File: config.mk
export PLATFORM = sky130hd
export DESIGN_NAME = core_dispatch_scheduler
export DESIGN_NICKNAME = d
export VERILOG_FILES = /design/src/rtl/mspu_sched_pkg.sv /design/src/rtl/rr_pick.sv /design/src/rtl/core_dispatch_scheduler.sv
export SDC_FILE = /design/constraint.sdc
export NUM_CORES = 1
export LEC_CHECK = 0
export ABC_AREA = 1
export CAP_MARGIN = 40
export CORE_ASPECT_RATIO = 0.5
export CORE_MARGIN = 8
export CORE_UTILIZATION = 45
export DETAILED_ROUTE_END_ITERATION = 8
export PLACE_DENSITY = 0.71
export SLEW_MARGIN = 40
export SYNTH_ARGS = -nofsm -noshare
export SYNTH_HDL_FRONTEND = slang
export SYNTH_HIERARCHICAL = 1
export SYNTH_SLANG_ARGS = --single-unit
File: constraint.sdc
create_clock -name clk -period 2.3 [get_ports clk]
set_input_delay 0.46 -clock clk [delete_from_list [all_inputs] [get_ports clk]]
set_output_delay 0.46 -clock clk [all_outputs]
set_load 0.01 [all_outputs]
File: src/rtl/mspu_sched_pkg.sv
// Shared types and helpers for the core dispatch scheduler.
package mspu_sched_pkg;

    typedef enum logic [0:0] {
        S_SEARCH,
        S_OFFER
    } sched_state_t;

    // Index width that stays at least one bit even for a single core.
    function automatic int unsigned core_w(input int unsigned n);
        return (n <= 1) ? 1 : $clog2(n);
    endfunction

endpackage

File: src/rtl/rr_pick.sv
// Combinational round-robin find-first: lowest request index at or after ptr, wrapping.
module rr_pick #(
    parameter int unsigned N = 4,
    parameter int unsigned W = 2
) (
    input  logic [N-1:0] req,
    input  logic [W-1:0] ptr,
    output logic         found,
    output logic [W-1:0] idx
);

    logic [W-1:0] cand;

    // Walk the candidates starting at ptr; N is a power of two, so W-bit wrap is modulo N.
    always_comb begin
        found = 1'b0;
        idx   = '0;
        cand  = '0;
        for (int unsigned k = 0; k < N; k++) begin
            cand = ptr + W'(k);
            if (!found && req[cand]) begin
                found = 1'b1;
                idx   = cand;
            end
        end
    end

endmodule

File: src/rtl/core_dispatch_scheduler.sv
// Tracks busy/idle cores, offers one idle core at a time to the parser, frees cores on
// done or watchdog expiry.
module core_dispatch_scheduler
    import mspu_sched_pkg::*;
#(
    parameter int unsigned  CORES   = 4,
    parameter int unsigned  TIMEOUT = 0,
    parameter int unsigned  CW      = 32,
    localparam int unsigned CORE_W  = core_w(CORES)
) (
    input  logic              clk,
    input  logic              reset,
    input  logic [CORES-1:0]  core_enable,
    input  logic [CORES-1:0]  core_done,
    input  logic              target_core_valid,
    input  logic [CORE_W-1:0] target_core,
    output logic              core_valid,
    output logic [CORE_W-1:0] core_id,
    output logic [CORES-1:0]  busy_mask,
    output logic [CORE_W:0]   idle_count,
    output logic [CW-1:0]     dispatch_count,
    output logic              timeout_pulse,
    output logic [CORE_W-1:0] timeout_core,
    output logic              err_pulse
);

    localparam int unsigned WD_LAST_I = (TIMEOUT > 0) ? TIMEOUT - 1 : 0;

    sched_state_t      state_q, state_d;
    logic              started_q;
    logic [CORE_W-1:0] ptr_q, ptr_d;
    logic [CORE_W-1:0] id_q, id_d;
    logic [CORE_W-1:0] to_core_q, to_core_d;
    logic [CORES-1:0]  busy_q, busy_d;
    logic [CORES-1:0]  wd_hit, wd_free, done_ok, avail;
    logic [CORE_W:0]   idle_q, idle_d;
    logic [CW-1:0]     disp_q, disp_d;
    logic              err_q, err_d;
    logic              to_pulse_q, to_pulse_d;
    logic              accept, mismatch, pick_found;
    logic [CORE_W-1:0] pick_idx;

    // The first search waits one cycle after reset release.
    assign avail = core_enable & ~busy_q & {CORES{started_q}};

    rr_pick #(
        .N (CORES),
        .W (CORE_W)
    ) u_rr_pick (
        .req   (avail),
        .ptr   (ptr_q),
        .found (pick_found),
        .idx   (pick_idx)
    );

    // Offer FSM: search for an idle core, then hold the offer until the parser takes it.
    always_comb begin
        state_d  = state_q;
        ptr_d    = ptr_q;
        id_d     = id_q;
        disp_d   = disp_q;
        accept   = 1'b0;
        mismatch = 1'b0;
        unique case (state_q)
            S_SEARCH: begin
                if (pick_found) begin
                    id_d    = pick_idx;
                    state_d = S_OFFER;
                end
            end
            S_OFFER: begin
                if (target_core_valid) begin
                    if (target_core == id_q) begin
                        accept  = 1'b1;
                        ptr_d   = id_q + CORE_W'(1);
                        disp_d  = disp_q + CW'(1);
                        state_d = S_SEARCH;
                    end else begin
                        mismatch = 1'b1;
                    end
                end
            end
            default: state_d = S_SEARCH;
        endcase
    end

    // Busy flags, watchdog release (lowest index first, done wins), errors and idle count.
    always_comb begin
        done_ok    = core_done & busy_q;
        wd_free    = '0;
        to_pulse_d = 1'b0;
        to_core_d  = '0;
        for (int unsigned i = 0; i < CORES; i++) begin
            if (!to_pulse_d && wd_hit[i] && !core_done[i]) begin
                to_pulse_d = 1'b1;
                to_core_d  = CORE_W'(i);
                wd_free[i] = 1'b1;
            end
        end
        busy_d = busy_q & ~done_ok & ~wd_free;
        if (accept) begin
            busy_d[id_q] = 1'b1;
        end
        err_d  = (|(core_done & ~busy_q)) | mismatch;
        idle_d = '0;
        for (int unsigned i = 0; i < CORES; i++) begin
            idle_d = idle_d + {{CORE_W{1'b0}}, core_enable[i] & ~busy_q[i]};
        end
    end

    // State and output registers.
    always_ff @(posedge clk or posedge reset) begin
        if (reset) begin
            state_q    <= S_SEARCH;
            started_q  <= 1'b0;
            ptr_q      <= '0;
            id_q       <= '0;
            busy_q     <= '0;
            idle_q     <= '0;
            disp_q     <= '0;
            err_q      <= 1'b0;
            to_pulse_q <= 1'b0;
            to_core_q  <= '0;
        end else begin
            state_q    <= state_d;
            started_q  <= 1'b1;
            ptr_q      <= ptr_d;
            id_q       <= id_d;
            busy_q     <= busy_d;
            idle_q     <= idle_d;
            disp_q     <= disp_d;
            err_q      <= err_d;
            to_pulse_q <= to_pulse_d;
            to_core_q  <= to_core_d;
        end
    end

    if (TIMEOUT > 0) begin : g_wd
        localparam logic [CW-1:0] WD_LAST = CW'(WD_LAST_I);
        for (genvar i = 0; i < CORES; i++) begin : g_core
            logic [CW-1:0] wd_q;
            assign wd_hit[i] = busy_q[i] && (wd_q == WD_LAST);
            // Count while busy; park at the limit until this core's expiry is reported.
            always_ff @(posedge clk or posedge reset) begin
                if (reset) begin
                    wd_q <= '0;
                end else if (accept && (id_q == CORE_W'(i))) begin
                    wd_q <= '0;
                end else if (!busy_q[i] || core_done[i] || wd_free[i]) begin
                    wd_q <= '0;
                end else if (wd_q != WD_LAST) begin
                    wd_q <= wd_q + CW'(1);
                end
            end
        end
    end else begin : g_no_wd
        assign wd_hit = '0;
    end

    assign core_valid     = (state_q == S_OFFER);
    assign core_id        = id_q;
    assign busy_mask      = busy_q;
    assign idle_count     = idle_q;
    assign dispatch_count = disp_q;
    assign timeout_pulse  = to_pulse_q;
    assign timeout_core   = to_core_q;
    assign err_pulse      = err_q;

endmodule
==> impl_metrics.toml, run 1 <==
[clock_tree]
postCtsSetupRepairBufs = 0
cts_hold_repair.buffers = 0
clock_pin_slew_reported_for_the_worst_setup_and_hold_paths_after_clock_tree_synthesis_ns = 0.06
clockBufferDepth = 2
cts_buffers = 5
tritoncts_num_sinks = 46
clk_root_buffer_cell = "sky130_fd_sc_hd__clkbuf_16"
clock_insertion_delay_worst_skew_ns = 0.29
tritoncts = "built"
htree_levels = 2
cts_resized = 0

[floorplanning]
chipWidth_um = 130
io_pins = 59
fp.dieH_um = 72.8
dieArea_um2 = 9420
placementRows = 20
placeableCoreArea_um2 = 6160
floorplan.initialDensity_pct = 47.1

[route]
routed_wl_um = 6900
route.detailed.wl_per_inst_um = 12.5
first_pass_iteration_count_of_the_detailed_router = 4
route.antenna.remaining_nets = 0
drc_errors = 0
via_count = 2643
detailed_route_iter0_violations = 168
post_drt_via_cell_ratio = 4.80

[critical_path]
slowest_stage = "sky130_fd_sc_hd__fa_1"
r2r_setup_slack_ns = 0.52
cell_repeated_most_along_the_worst_path = "sky130_fd_sc_hd__ha_1"
crit-reg2reg-launch = "ptr_q[0]"
start_kind = "input pin"
timing.critical_path.cells = "clkdlybuf4s50_1 -> nand2_1 -> fa_1 -> inv_1 -> ha_1 -> ha_1"
crit_path_max_fanout = 2
cp-startpoint = "core_enable[3]"
critical_path.endpoint_type = "register"
path_class = "in2reg"
worstPathRequired_ns = 2.47
cp.arrival_ns = 2.02
critPathMaxStageDelay_ns = 0.54

[sta]
fin_worst_skew_ns = 0.00350
final.period_utilization_pct = 80.6
max_slew.worst_pin.slew_ns = 0.698
max_freq_mhz = 540
slew_viol_final = 0
min_period_ns = 1.85
final.setup.worst_slack_ns = 0.447
total_of_endpoints_with_negative_setup_slack_in_the_final_report = 0
unrepaired_setup_endpoints_after_global_routing = "false"
hold_ws_ns = 0.514
final-hold-violation-count = 0
relSlewSlack_pct = 53.1
setup_tns_ns = 0

[global_routing]
grt_antenna_before_repair = 0
grt_pass1_vias = 2479
met1_usage_pct = 19.9
groute.usage.overall_pct = 15.5
grt_remaining_overflow = 0
global_route.peak_usage_layer = "met2"
gr-usage-met2_pct = 24.8
global_route_wire_length_before_repair_um = 11600
grt_start_max_net_pins = 47
met3_usage_pct = 3.28

[place]
preCtsSetupSlack_ns = 0.127
place_area_um2 = 3550
port-buffer-count = 55
hpwlAfterDp_um = 5270
gp_congestion = 0.892

[synthesis]
synthesis.yosys.warnings = 6
mapped_area_um2 = 2900
synth_cell_types = 30
seq_area_frac_synth_pct = 39.7
avgSynthCellArea_um2 = 7.23
post_syn_instances = 401
ys_ff_latch = 46

[power_and_ir_drop]
worst_ir_drop_vdd_uv = 434
static-leakage-power_nw = 1.75
power-per-cell-area_nw_per_um2 = 779

[cells_and_area]
antenna_cells_inserted = 0
final_layout_size_suffix_gt1_share_pct = 9.50
total_number_of_nets_in_the_final_design = 483
finalInstanceArea_um2 = 3700
flow.area_growth_from_synthesis_pct = 27.6
fill_cells = 583
final_util_pct = 60.1

[worst_hold_path]
holdCritPathClass = "reg2reg"
hold_start = "dispatch_count[31]"

[run]
number_of_violations_of_the_max_capacitance_limit = 0

[run_status]
status = "complete, no violations"
final timing paths:
| check | end | cells after the start |
|---|---|---|
| worst max-delay path | idle_count[1] | 6 |
| worst min-delay path | dispatch_count[31] | 2 |
| worst max register to register | core_valid | 9 |
| worst min register to register | dispatch_count[31] | 2 |
| max in group asynchronous | dispatch_count[19] | 3 |
| min in group asynchronous | dispatch_count[27] | 3 |
layout by cell type, fill, tap and decap left out:
cell	count
sky130_fd_sc_hd__nor2_1	45
sky130_fd_sc_hd__clkbuf_1	1
sky130_fd_sc_hd__conb_1	4
sky130_fd_sc_hd__nor3_1	5
sky130_fd_sc_hd__inv_2	5
sky130_fd_sc_hd__nor2_4	3
sky130_fd_sc_hd__dfrtp_1	46
sky130_fd_sc_hd__ha_1	7
sky130_fd_sc_hd__clkinv_2	1
sky130_fd_sc_hd__nand3b_1	7
sky130_fd_sc_hd__xnor2_2	1
sky130_fd_sc_hd__o21ai_0	6
sky130_fd_sc_hd__o21ai_1	1
sky130_fd_sc_hd__inv_1	50
sky130_fd_sc_hd__nand2_2	11
sky130_fd_sc_hd__buf_12	1
sky130_fd_sc_hd__nand4_1	16
sky130_fd_sc_hd__nand3_2	3
sky130_fd_sc_hd__nand3_1	22
sky130_fd_sc_hd__nand3_4	1
sky130_fd_sc_hd__xor2_1	9
sky130_fd_sc_hd__clkbuf_8	1
sky130_fd_sc_hd__nand2_1	136
sky130_fd_sc_hd__o21bai_1	1
sky130_fd_sc_hd__clkdlybuf4s50_1	55
sky130_fd_sc_hd__a22o_1	1
sky130_fd_sc_hd__or2_2	1
sky130_fd_sc_hd__fa_1	1
sky130_fd_sc_hd__xnor2_1	1
sky130_fd_sc_hd__clkbuf_16	5
sky130_fd_sc_hd__a21oi_1	5
sky130_fd_sc_hd__nor2_2	5
sky130_fd_sc_hd__nand2_4	3
sky130_fd_sc_hd__buf_4	3
routing by layer:
layer  up-vias  wire, µm
met5         -         0
met4         0       129
met3        10       404
met2        59      3110
met1      1215      3260
li1       1359         -
through the flow:
| step | total power, mW | cells |
|---|---|---|
| floorplan | 1.80 | 403 |
| global placement | 2.16 | 543 |
| detailed placement | 2.17 | 543 |
| CTS | 2.92 | 551 |
| global route | 3.09 | 551 |
| finish | 2.88 | 551 |
sequential cells by signal, indices dropped and copies added (netlist names):
| signal | flops |
|---|---|
| err_pulse | 1 |
| idle_count | 3 |
| busy_mask | 4 |
| started_q | 1 |
| ptr_q | 2 |
| core_valid | 1 |
| dispatch_count | 32 |
| core_id | 2 |
cell families after synthesis:
kind of cell / after synthesis / share of synthesized area (%)
buf+inv: 62 / 9.11
xor+xnor: 11 / 3.58
flops: 46 / 39.7
other cells: 2 / 0.259
fa+ha+maj: 8 / 3.71
compound gates: 14 / 2.63
simple gates: 258 / 41.0
final cells by class:
| class | count | area, µm² | area share (%) |
|---|---|---|---|
| Timing Repair Buffer | 59 | 593 | 16.0 |
| Clock buffer | 7 | 143 | 3.86 |
| Tap cell | 88 | 110 | 2.98 |
| Clock inverter | 1 | 5.00 | 0.135 |
| Sequential cell | 46 | 1150 | 31.1 |
| Inverter | 55 | 206 | 5.58 |
| Multi-Input combinational cell | 295 | 1490 | 40.3 |
synth_stat cells, drive strengths merged:
| master | n | area share (%) |
|---|---|---|
| nand3 | 26 | 5.4 |
| inv | 55 | 7.1 |
| xor2 | 9 | 2.7 |
| a21oi | 5 | 0.86 |
| ha | 7 | 3.0 |
| or2 | 1 | 0.22 |
| buf | 7 | 2.0 |
| xnor2 | 2 | 0.86 |
| nor2 | 53 | 8.1 |
| o21ai | 7 | 1.2 |
| nor3 | 5 | 0.86 |
| nand3b | 7 | 1.8 |
| nand4 | 16 | 3.5 |
| dfrtp | 46 | 40 |
| fa | 1 | 0.69 |
| o21bai | 1 | 0.26 |
| nand2 | 150 | 21 |
| conb | 2 | 0.26 |
| a22o | 1 | 0.30 |
critical path: cells and delay by family:
kind	cells	cell delay (ns)
fa+ha+maj	3	1.00
buf+inv	2	0.49
simple gates	1	0.08
report_power, final:
group / switching [mW] / internal, mW
logic: 0.615 / 0.472
registers: 0.149 / 0.922
clock network: 0.294 / 0.431
total: 1.06 / 1.82
No activity file was read; power rests on OpenSTA's default activity.
==> run 2, diff against run 1 <==
==> constraint.sdc (replaced) <==
create_clock -name clk -period 1.75 [get_ports clk]
set_input_delay 0.35 -clock clk [delete_from_list [all_inputs] [get_ports clk]]
set_output_delay 0.35 -clock clk [all_outputs]
set_load 0.01 [all_outputs]
==> run 2 against run 1 <==
First-iteration DRC count down 11%. Sequential share of layout area is 0.67 points lower. Utilization is 1.5 points higher. Largest cell class unchanged.
==> impl_metrics.toml, run 2 (synthesis results as in run 1) <==
[clock_tree]
clock_pin_slew_reported_for_the_worst_setup_and_hold_paths_after_clock_tree_synthesis_ns = 0.06
cts_hold_repair.buffers = 0
tritoncts_num_sinks = 46
clk_root_buffer_cell = "sky130_fd_sc_hd__clkbuf_16"
htree_levels = 2
clockBufferDepth = 2
postCtsSetupRepairBufs = 0
tritoncts = "built"
cts_buffers = 5
clock_insertion_delay_worst_skew_ns = 0.28

[global_routing]
grt_start_max_net_pins = 47
grt_pass1_vias = 2616
global_route_wire_length_before_repair_um = 12200
grt_antenna_before_repair = 0
groute.usage.overall_pct = 16.0
grt_remaining_overflow = 0

[route]
maxUsedRoutingLayer = "met4"
route.antenna.remaining_nets = 0
route.detailed.wl_per_inst_um = 12.6
post_drt_via_cell_ratio = 4.83
first_pass_iteration_count_of_the_detailed_router = 4
met3WireLength_um = 367
drt-met1-wl_um = 3230
via_count = 2683
routed_wl_um = 7000
detailed_route_iter0_violations = 150
drc_errors = 0
met2WireLength_um = 3310

[sta]
final.period_utilization_pct = 99.1
slew_viol_final = 0
final-hold-violation-count = 0
max_freq_mhz = 577
unrepaired_setup_endpoints_after_global_routing = "true"
hold_ws_ns = 0.419
min_period_ns = 1.73
total_of_endpoints_with_negative_setup_slack_in_the_final_report = 0
fin_worst_skew_ns = 0.00228

[power_and_ir_drop]
power-per-cell-area_nw_per_um2 = 1030
worst_ir_drop_vdd_uv = 576
static-leakage-power_nw = 1.78

[cells_and_area]
total_number_of_nets_in_the_final_design = 488
final_layout_size_suffix_gt1_share_pct = 14.1
layout.cells.most_common = "sky130_fd_sc_hd__nand2_1"
largest_register_ff_count = 32
layout.cells.most_common_list = "sky130_fd_sc_hd__nand2_1 (132), sky130_fd_sc_hd__clkdlybuf4s50_1 (54), sky130_fd_sc_hd__inv_1 (46), sky130_fd_sc_hd__dfrtp_1 (44), sky130_fd_sc_hd__nor2_1 (41)"
flow.area_growth_from_synthesis_pct = 30.7
non_filler_instance_count_after_layout = 556
antenna_cells_inserted = 0

[floorplanning]
placeableCoreArea_um2 = 6160
io_pins = 59
placementRows = 20
chipWidth_um = 130
fp.dieH_um = 72.8
dieArea_um2 = 9420
floorplan.initialDensity_pct = 47.1

[place]
port-buffer-count = 55
gp_congestion = 0.866
hpwlAfterDp_um = 5400
placedCellCount = 548

[worst_hold_path]
holdCritPathClass = "in2async"

[critical_path]
worstPathRequired_ns = 1.92
crit_path_max_fanout = 2
cp.arrival_ns = 1.90
path_class = "in2reg"
critical_path.endpoint_type = "register"
start_kind = "input pin"

[run_status]
status = "complete, no violations"

[run]
number_of_violations_of_the_max_capacitance_limit = 0
run 2: repair_timing:
action                                  CTS  global route
pin swaps                                 3             8
gates resized for setup                   4            17
endpoints found under the setup margin    3             5
endpoints found under the hold margin     0             0
run 2: cell type report:
| cell class | instances | area (µm²) |
|---|---|---|
| Timing Repair Buffer | 64 | 629 |
| Multi-Input combinational cell | 295 | 1540 |
| Clock inverter | 1 | 5.00 |
| Inverter | 55 | 206 |
| Tap cell | 88 | 110 |
| Fill cell | 590 | 2370 |
| Sequential cell | 46 | 1150 |
| Clock buffer | 7 | 143 |
run 2: where the power goes:
| group | switching (mW) | internal [mW] | total [mW] |
|---|---|---|---|
| clock | 0.379 | 0.566 | 0.945 |
| sequential | 0.175 | 1.21 | 1.39 |
| combinational | 0.907 | 0.675 | 1.58 |
run 2: stage by stage:
step	cell area, µm²	util (%)	setup TNS [ns]	power [mW]	setup WS (ns)
final	3790	61.6	0	3.91	0.0164
after global routing	3790	61.6	-0.0169	4.18	-0.0169
after CTS	3740	60.8	0	3.87	0.0143
after detailed placement	3590	58.3	-2.49	2.89	-0.314
after global placement	3590	58.3	-1.88	2.87	-0.282
after floorplan	2910	-	0	2.36	0.0653
run 2: path summary, 6_finish.rpt:
kind                                          from                  to  slack [ns]  depth (start not counted)
worst max-delay path                core_enable[0]       idle_count[1]        0.02                          6
worst min-delay path                         reset  dispatch_count[27]        0.42                          3
worst max register to register        busy_mask[0]       idle_count[1]        0.04                          6
worst min register to register  dispatch_count[31]  dispatch_count[31]        0.51                          2
max in group asynchronous                    reset  dispatch_count[11]        1.11                          3
min in group clk                dispatch_count[31]  dispatch_count[31]        0.51                          2
run 2: critical path: stages:
cell                              delay, ns
sky130_fd_sc_hd__clkdlybuf4s50_1       0.47
sky130_fd_sc_hd__nand2_2               0.07
sky130_fd_sc_hd__fa_1                  0.51
sky130_fd_sc_hd__inv_1                 0.04
sky130_fd_sc_hd__ha_1                  0.19
sky130_fd_sc_hd__ha_1                  0.27
run 2: layer usage:
| layer | up-vias | track usage [%] |
|---|---|---|
| li1 | 1368 | - |
| met1 | 1249 | 20.5 |
| met2 | 57 | 26.8 |
| met3 | 9 | 3.57 |
| met4 | 0 | 4.59 |
| met5 | - | 0 |
==> run 3, diff against run 2 <==
--- a/config.mk
+++ b/config.mk
@@ -10,6 +10,7 @@
 export CORE_ASPECT_RATIO = 0.5
 export CORE_MARGIN = 8
 export CORE_UTILIZATION = 45
+export CTS_CLUSTER_SIZE = 25
 export DETAILED_ROUTE_END_ITERATION = 8
 export PLACE_DENSITY = 0.71
 export SLEW_MARGIN = 40
==> results of run 3 <==
Same layout as run 2: the final DEF is identical, and so are final timing and power.
